### src/rtl/multdiv_sequencer.sv
// Sequencer shared by the radix-4 Booth multiplier and the iterative divider: latches
// operands, drives load/step enables, counts iterations and returns one registered result.
module multdiv_sequencer #(
  parameter int MULT_STEPS = 16,
  parameter int DIV_STEPS  = 32,
  parameter int TAG_W      = 5
) (
  input  logic             clk,
  input  logic             reset,
  input  logic             ctrl_mult,
  input  logic             ctrl_div,
  input  logic [31:0]      operand_a,
  input  logic [31:0]      operand_b,
  input  logic [TAG_W-1:0] dest_tag,
  output logic [31:0]      op_a_q,
  output logic [31:0]      op_b_q,
  output logic             mult_load,
  output logic             mult_en,
  input  logic [31:0]      mult_result,
  input  logic             mult_ovf,
  output logic             div_load,
  output logic             div_en,
  input  logic [31:0]      div_quotient,
  output logic             stall,
  output logic             result_rdy,
  output logic [31:0]      result,
  output logic [TAG_W-1:0] result_tag,
  output logic             exception
);

  localparam int CNT_W = $clog2(DIV_STEPS + 1);

  typedef enum logic [2:0] {IDLE, MLOAD, MRUN, DLOAD, DRUN, DONE} state_t;

  state_t           state, state_next;
  logic [CNT_W-1:0] step_cnt;
  logic [TAG_W-1:0] tag_q;
  logic             start;
  logic             div_by_zero;
  logic             mult_last;
  logic             div_last;

  assign start       = ctrl_mult | ctrl_div;
  assign div_by_zero = ctrl_div & ~ctrl_mult & (operand_b == 32'd0);
  assign mult_last   = (step_cnt == CNT_W'(MULT_STEPS - 1));
  assign div_last    = (step_cnt == CNT_W'(DIV_STEPS - 1));

  always_ff @(posedge clk or negedge reset) begin
    if (!reset) state <= IDLE;
    else        state <= state_next;
  end

  // A new ctrl pulse overrides whatever the current state would do next,
  // which is how an in-flight op gets aborted without a result.
  always_comb begin
    state_next = state;
    mult_load  = 1'b0;
    mult_en    = 1'b0;
    div_load   = 1'b0;
    div_en     = 1'b0;
    stall      = 1'b0;
    result_rdy = 1'b0;
    case (state)
      IDLE: ;
      MLOAD: begin
        mult_load  = 1'b1;
        stall      = 1'b1;
        state_next = MRUN;
      end
      MRUN: begin
        mult_en = 1'b1;
        stall   = 1'b1;
        if (mult_last) state_next = DONE;
      end
      DLOAD: begin
        div_load   = 1'b1;
        stall      = 1'b1;
        state_next = DRUN;
      end
      DRUN: begin
        div_en = 1'b1;
        stall  = 1'b1;
        if (div_last) state_next = DONE;
      end
      DONE: begin
        result_rdy = 1'b1;
        state_next = IDLE;
      end
      default: state_next = IDLE;
    endcase
    if (ctrl_mult)     state_next = MLOAD;
    else if (ctrl_div) state_next = (operand_b != 32'd0) ? DLOAD : DONE;
  end

  // Operand/tag capture, step counting and result capture on the final step edge.
  always_ff @(posedge clk or negedge reset) begin
    if (!reset) begin
      op_a_q     <= '0;
      op_b_q     <= '0;
      tag_q      <= '0;
      step_cnt   <= '0;
      result     <= '0;
      result_tag <= '0;
      exception  <= 1'b0;
    end else if (start) begin
      op_a_q   <= operand_a;
      op_b_q   <= operand_b;
      tag_q    <= dest_tag;
      step_cnt <= '0;
      if (div_by_zero) begin
        result     <= '0;
        result_tag <= dest_tag;
        exception  <= 1'b1;
      end
    end else begin
      if (state == MRUN || state == DRUN) step_cnt <= step_cnt + CNT_W'(1);
      if (state == MRUN && mult_last) begin
        result     <= mult_result;
        result_tag <= tag_q;
        exception  <= mult_ovf;
      end
      if (state == DRUN && div_last) begin
        result     <= div_quotient;
        result_tag <= tag_q;
        exception  <= 1'b0;
      end
    end
  end

endmodule
### config.mk
export PLATFORM = sky130hd
export DESIGN_NAME = multdiv_sequencer
export DESIGN_NICKNAME = d
export VERILOG_FILES = /design/src/rtl/multdiv_sequencer.sv
export SDC_FILE = /design/constraint.sdc
export NUM_CORES = 1
export LEC_CHECK = 0
export ABC_AREA = 1
export CAP_MARGIN = 20
export CORE_ASPECT_RATIO = 0.5
export CORE_MARGIN = 2
export CORE_UTILIZATION = 43
export CTS_BUF_LIST = sky130_fd_sc_hd__clkbuf_8
export DETAILED_ROUTE_END_ITERATION = 12
export GPL_TIMING_DRIVEN = 0
export PLACE_DENSITY = 0.95
export SLEW_MARGIN = 20
export SYNTH_ARGS = -nofsm -noshare
export SYNTH_HDL_FRONTEND = slang
export SYNTH_SLANG_ARGS = --single-unit
### constraint.sdc
create_clock -name clk -period 2.3 [get_ports clk]
set_input_delay 0.46 -clock clk [delete_from_list [all_inputs] [get_ports clk]]
set_output_delay 0.46 -clock clk [all_outputs]
set_load 0.05 [all_outputs]
* Word level (Yosys, flattened, before mapping)
Cells that the tools add are included.
Word-level totals: output and inout bits 108, logic and storage cells 61, flip-flop bits (word level) 116, input port bits 138
Operators by class: bitwise logic cells 4, reductions and logical operators 11, add/subtract/negate cells 1, eq/ne operators 11, muxes and demuxes 26
Operators with widths (number):
- $mux 32 | 4
- $logic_not 32->1 | 1
- $reduce_bool 32->1 | 1
- $mux 5 | 4
- $mux 3 | 5
- $pmux 3 s5 | 1
- $mux 6 | 2
- $mux 1 | 10
- $ne 4x4->1 const B | 2
- $add 6x1->6 const B | 1
- $eq 3x2->1 const B | 2
- $eq 3x3->1 const B | 2
- $eq 6x4->1 const B | 1
- $eq 6x5->1 const B | 1
- $reduce_or 4->1 | 1
- $eq 3x1->1 const B | 1
- $logic_not 3->1 | 1
- $ne 3x3->1 const B | 1
- $reduce_and 3->1 | 1
- $reduce_bool 3->1 | 1
- $and 1x1->1 | 2
- $logic_and 1x1->1 | 2
- $ne 2x1->1 const B | 1
- $reduce_and 2->1 | 1
- other kinds (4) | 4

* Logic depth before layout (Yosys ltp)
Gate-level depths: netlist of run 1.
word-level depth 5, depth in mapped cells 12, mapped depth without buffers 10

* Least setup slack after synthesis of run 1
No wires, ideal clock.
path kind register to output, from register state[1], to output stall, path buffers 0, cell stages (with the launch flop) 4, data required time 1.840 ns, path slack -0.301 ns, arrival 2.141 ns, path through dfrtp_1 nor3_1 inv_1 nand3_1
On the way: longest elaborated chain between the ends 3, elaborated cells between the ends (all ways) 6, those cells by class 4 x eq/ne; 1 x mux; 1 x reduce/logical
Ends and longest elaborated chain:
- start: declaration | line 35 | state_t state, state_next;
- start signal: assignment | line 50 | else state <= state_next;
- $eq 3x2->1, or another cell as far along | line 63 | case (state)
- $reduce_or 4->1 (no source line) (*)
- $mux 1 (*) | line 63
- end: declaration | line 24 | output logic stall,
Mark *: on every way between the ends. The rest lies on a longest branch, timed or not.

* Worst setup path after layout of run 1
from register state[1], to output div_en
On the way: longest elaborated chain between the ends 2
Ends and longest elaborated chain:
- $eq 3x3->1 | line 63
- $mux 1 | line 63
- end: declaration | line 22 | output logic div_en,
Every way passes these cells.

==> results.toml, run 1 <==
[timing]
period_share_pct = 97.0
max_freq_mhz = 448
maxSlewViolCount = 0
setup-violations-final = 0
period_minus_slack_ns = 2.23
relSlewSlack_pct = 61.5
whs_ns = 0.474
tightest_slew_ns = 0.577
fin_tns_setup_ns = 0
rsz0062_at_grt = "no"
fin_skew_ns = 0.0115
hold_violations = 0

[worst_setup_path]
worstPathRequired_ns = 1.84
rrSetupSlack_ns = 0.31
start_kind = "flop"
crit_chain = "nor2_2, nand2_1, inv_1, dlygate4sd2_1"
critical_path_peak_fanout = 5
endpoint_kind = "primary output"
critical_path_arrival_ns = 1.77
cp_top_family = "buffers and inverters"
critPathKind = "flop to primary output"
critical_path_buf_inv_count = 2
critPathSlowestCell = "dlygate4sd2_1"
cp_slowest_stage_delay_ns = 0.52
regToRegEndpoint = "result[6]$_DFFE_PN0P_"
r2r_start = "step_cnt[1]$_DFFE_PN0P_"
r2r_cells = 10

[power]
p_per_area_mw_per_mm2 = 677
vdd_drop_max_v = 0.000368
p_leak_nw = 4.22

[floorplanning]
core_area_sq_mm = 0.0120
die_area_sq_mm = 0.0134
die_h_microns = 82.8
start_util_pct = 44.6
io_pins = 246
rows = 28
die_w_microns = 162

[clocking]
cts_tree = "yes"
numCtsBuffers = 17
htree_levels = 4
cts-root-buf = "clkbuf_8"
clk_pin_slew_worst_paths_ns = 0.08
clk_latency_ns = 0.44
cts_sinks = 116
clockBufferDepth = 2

[routing]
antenna_left = 0
viasPerCell = 5.03
drtPass1Iterations = 5
vias = 5825
post-route-drc-count = 0
drt-initial-drc-count = 405
totalWireLength_microns = 18100
routedWlPerCell_microns = 15.7

[logic_synthesis]
synthTopCellsByArea = "dfrtp_1, nand2_1, inv_1, nor2_1, o21ai_0"
avgSynthCellArea_sq_um = 7.48
synth_cells = 714
synth_top_area_share_pct = 54.3
yosysUniqueCellTypes = 21
yosys_warnings = 0
yosysMostFrequentCell = "nand2_1"
yosysSeqAreaShare_pct = 54.3
syn-cell-area_sq_mm = 0.00534
syn_nets = 853
synth.largest_area_cell = "dfrtp_1"
yosys_most_used_dff = "dfrtp_1"
synth_edf_count = 0
synthTopCellsByCount = "nand2_1, dfrtp_1, inv_1, nor2_1, o21ai_0"
synth_async_sr_flop_share_pct = 100
synth_seq_cells = 116

[global_routing]
antenna_found_initial = 0
top_usage_layer = "met2"
use_met2_pct = 47.2
grt_use_total_pct = 27.7
grt_pass1_wl_microns = 29200
grtUsageMet1_pct = 31.0
grt_pass1_vias = 5910
met3_usage_pct = 5.49
grt_start_max_net_pins = 64
grt_overflow = 0

[layout]
fin_util_pct = 70.2
multiInputGateArea_sq_mm = 0.00205
syn_to_final_growth_pct = 57.5
drive_above_1_share_pct = 6.04
seq_area_sq_mm = 0.00290
layout.nets = 1119
fill_cells = 852
diodes = 0

[hold_path]
hold_path.class = "flop to flop"
min_from = "result[3]$_DFFE_PN0P_"
whs_endpoint = "result[3]$_DFFE_PN0P_"
holdPathStages = 2

[outcome]
status = "finished clean"

[placement]
dpl.hpwl_microns = 13200
port_buffers = 245
gp_congestion = 0.890

[job]
maxCapViolations = 0
[registers in the layout, summed over array words and instances (netlist names)]
| register | count |
|---|---|
| exception | 1 |
| op_a_q | 32 |
| op_b_q | 32 |
| result | 32 |
| result_tag | 5 |
| state | 3 |
| step_cnt | 6 |
| tag_q | 5 |
[cell type report]
| cell class | count | area share, % |
|---|---|---|
| Sequential cell | 116 | 34.5 |
| Timing Repair Buffer | 247 | 29.5 |
| Multi-Input combinational cell | 501 | 24.3 |
| Clock buffer | 18 | 2.94 |
| Inverter | 64 | 2.86 |
| Tap cell | 165 | 2.45 |
| Buffer | 33 | 1.86 |
| Clock inverter | 14 | 1.55 |
[stage by stage]
step | cell area [sq um] | worst slack, ns | cells | power, mW
2_1_floorplan | 5350 | 0.188 | 714 | 3.17
3_3_place_gp | 8010 | -3.63 | 1124 | 3.86
3_5_place_dp | 8040 | -0.146 | 1125 | 3.90
4_1_cts | 8410 | 0.0731 | 1158 | 5.71
5_1_grt | 8410 | 0.0223 | 1158 | 5.91
6_report | 8410 | 0.0688 | 1158 | 5.69
[worst max-delay path by stage]
stage                               startpoint  cells after the start                endpoint
after floorplan           state[1]$_DFFE_PN0P_                      3                   stall
after global placement                   reset                      1  result[14]$_DFFE_PN0P_
after detailed placement             ctrl_mult                      6  op_a_q[28]$_DFFE_PN0N_
after CTS                 state[1]$_DFFE_PN0P_                      6                   stall
after global routing      state[1]$_DFFE_PN0P_                      4                  div_en
final                     state[1]$_DFFE_PN0P_                      4                  div_en
[cells by family after synthesis]
family	share of synthesized area, %
flops	54.3
simple gates	33.4
compound gates	4.64
fa+ha+maj	0.234
buf+inv	7.42
[what timing repair did]
item                                   CTS  global route
hold buffers                             1             0
buffers inserted                         0             0
setup endpoints to repair                6             1
endpoints found under the hold margin   26             0
resized for setup                       10             1
[routing by layer]
metal,vias up,share of wire [%],routed length [microns]
li1,2709,-,-
met4,0,7.1,1290
met5,-,0,0
met2,294,50,8970
met1,2706,37,6730
met3,116,6.2,1130
[worst min-delay path, cell delays in order, from the launching register on]
cell and delay [ns]:
dfrtp_1 0.34, nand2_1 0.05, nand2_1 0.05
[report_power, final]
group / switching [mW] / internal [mW] / total [mW]
Clock: 0.929 / 0.891 / 1.82
Sequential: 0.0948 / 2.20 / 2.30
Combinational: 0.998 / 0.581 / 1.58
Total: 2.02 / 3.67 / 5.69
[placed cells by master (no fill, tap or decap), types with 5 or more instances in the layout]
cell             Yosys  routed
dfrtp_1            116     116
nor2_1              60      60
clkbuf_1            19      19
o21ai_0             38      38
a21oi_1              8       8
clkbuf_8             0      18
dlygate4sd2_1        0       5
clkinvlp_4           0       5
clkdlybuf4s50_1      0     238
nand3_1             30      30
buf_2                8       8
nand2_1            346     346
inv_1               60      60
(Power assumes the default switching activity.)
==> inputs of run 2 (changes only) <==
- ABC_AREA: 1 -> not set
- CORE_UTILIZATION: 43 -> 42
==> results.toml, run 2 <==
[layout]
layout.nets = 923
final_cell_mix = "nand2_1, clkdlybuf4s50_1, dfrtp_1"
syn_to_final_growth_pct = 63.0
fin_util_pct = 69.8
diodes = 0
final_common_cell = "nand2_1"
reg_top3 = "op_a_q (32), op_b_q (32), result (32)"
drive_above_1_share_pct = 9.91
instances_no_fill = 962

[worst_setup_path]
endpoint_kind = "flop"
cp_top_family = "simple AND/OR/NAND/NOR gates"
critical_path_arrival_ns = 2.59
rrSetupSlack_ns = 0.12
critPathSlowestCell = "clkdlybuf4s50_1"
critPathKind = "primary input to flop"
crit_chain = "clkdlybuf4s50_1, nor4_2, nand3_1, or3_4, o21ai_4, mux2_2"
worstPathRequired_ns = 2.59
critical_path_peak_fanout = 5
critical_path_buf_inv_count = 1
start_kind = "primary input"
cp_slowest_stage_delay_ns = 0.48

[global_routing]
grt_use_total_pct = 24.3
grt_pass1_vias = 4897
grt_overflow = 0
grt_start_max_net_pins = 66
antenna_found_initial = 0
grt_pass1_wl_microns = 24000

[routing]
totalWireLength_microns = 15600
post-route-drc-count = 0
routedWlPerCell_microns = 16.3
drtPass1Iterations = 4
viasPerCell = 4.87
vias = 4689
antenna_left = 0
drt-initial-drc-count = 181

[logic_synthesis]
syn-cell-area_sq_mm = 0.00502
synth_async_sr_flop_share_pct = 100
synth_cells = 518
syn_nets = 657
synth_seq_cells = 116
synth.largest_area_cell = "dfrtp_1"
yosys_most_used_dff = "dfrtp_1"
yosys_warnings = 0
synthTopCellsByCount = "nand2_1, dfrtp_1, mux2i_1, o22ai_1, clkbuf_1"
yosysSeqAreaShare_pct = 57.8
synth_edf_count = 0
yosysMostFrequentCell = "nand2_1"
yosysUniqueCellTypes = 37
synth_top_area_share_pct = 57.8
synthTopCellsByArea = "dfrtp_1, nand2_1, mux2i_1, o22ai_1, o22ai_2"
avgSynthCellArea_sq_um = 9.70

[clocking]
numCtsBuffers = 17
clk_latency_ns = 0.41
cts_sinks = 116
clockBufferDepth = 2
cts-root-buf = "clkbuf_8"
htree_levels = 4
clk_pin_slew_worst_paths_ns = 0.07
cts_tree = "yes"

[placement]
dpl.cell_count = 929
gp_congestion = 0.826
dpl.hpwl_microns = 11900
port_buffers = 245

[power]
p_leak_nw = 3.67
vdd_drop_max_v = 0.000365
totalPowerFinal_mw = 5.49
p_per_area_mw_per_mm2 = 670

[hold_path]
hold_path.class = "flop to flop"

[outcome]
status = "finished clean"

[timing]
maxSlewViolCount = 0
tightest_slew_ns = 0.559
fin_skew_ns = 0.0104
period_minus_slack_ns = 2.30
hold_violations = 0
whs_ns = 0.464
period_share_pct = 99.9
relSlewSlack_pct = 62.6
setup-violations-final = 0
max_freq_mhz = 435

[floorplanning]
die_h_microns = 81.3
die_area_sq_mm = 0.0129
core_area_sq_mm = 0.0117
io_pins = 246
die_w_microns = 159
start_util_pct = 42.8
rows = 28

[job]
maxCapViolations = 0
-- run 2: report_power, final --
group | switching, mW | leakage, nW | total, mW | internal (mW)
clock | 0.811 | 0.220 | 1.98 | 1.17
combinational | 0.751 | 2.00 | 1.26 | 0.507
sequential | 0.0735 | 1.46 | 2.24 | 2.17
-- run 2: what timing repair did --
action                                  4_1_cts  5_1_grt
cloned                                        0        0
hold buffers                                  1        0
pin swaps                                     0        2
hold endpoints to repair                      6        0
gates resized for setup                      18        4
setup buffers                                 0        1
endpoints found under the setup margin       42       37
-- run 2: per-layer routing --
| layer | track usage, % | vias to the layer above | wire [microns] |
|---|---|---|---|
| met3 | 6.14 | 30 | 927 |
| met2 | 44.9 | 156 | 8340 |
| met5 | 0 | - | 0 |
| met4 | 9.28 | 0 | 335 |
| li1 | - | 2228 | - |
| met1 | 27.5 | 2275 | 6050 |
-- run 2: cell families after synthesis --
family                     after synthesis  share of synthesized area [%]
AOI/OAI and AO/OA                       42                           6.75
xor gates and xnor gates                 6                           1.05
adders and majority gates                1                          0.249
buffers and inverters                   34                           3.61
DFF                                    116                           57.8
muxes                                   39                           7.99
and+or+nand+nor                        280                           22.6
-- run 2: worst paths after layout --
kind                                       from                        end  depth (start not counted)
max                                operand_b[8]  result_tag[2]$_DFFE_PN0P_                          6
max reg2reg                state[1]$_DFFE_PN0P_  result_tag[2]$_DFFE_PN0P_                          6
min                        tag_q[4]$_DFFE_PN0N_       tag_q[4]$_DFFE_PN0N_                          2
min reg2reg                tag_q[4]$_DFFE_PN0N_       tag_q[4]$_DFFE_PN0N_                          2
max in group asynchronous                 reset     op_b_q[26]$_DFFE_PN0N_                          3
min in group asynchronous                 reset      result[5]$_DFFE_PN0P_                          2
-- run 2: area by class of cell --
cell class | instances | area [sq um]
repair buffers | 248 | 2500
inverters | 3 | 11.3
fillers | 837 | 3550
multi-input cells | 368 | 1980
clock inverters | 11 | 133
well taps | 165 | 206
flip-flops and latches | 116 | 2900
clock buffers | 21 | 289
plain buffers | 30 | 173
-- run 2: per-stage QoR --
step | instance area (sq um) | setup TNS [ns] | worst slack [ns]
CTS | 8160 | 0 | 0.0243
detailed placement | 7720 | -38.53 | -0.690
floorplan | 5030 | -0.918 | -0.0552
global route | 8190 | -0.118 | -0.0314
finish | 8190 | 0 | 0.00144
global placement | 7690 | -453.20 | -3.59
-- run 2: worst reg2reg max path, delay by kind of cell, from the launching register on --
kind            cells  cell delay [ns]
buf+inv             1             0.15
mux                 2             0.66
simple gates        2             0.72
flops               1             0.46
compound gates      1             0.09
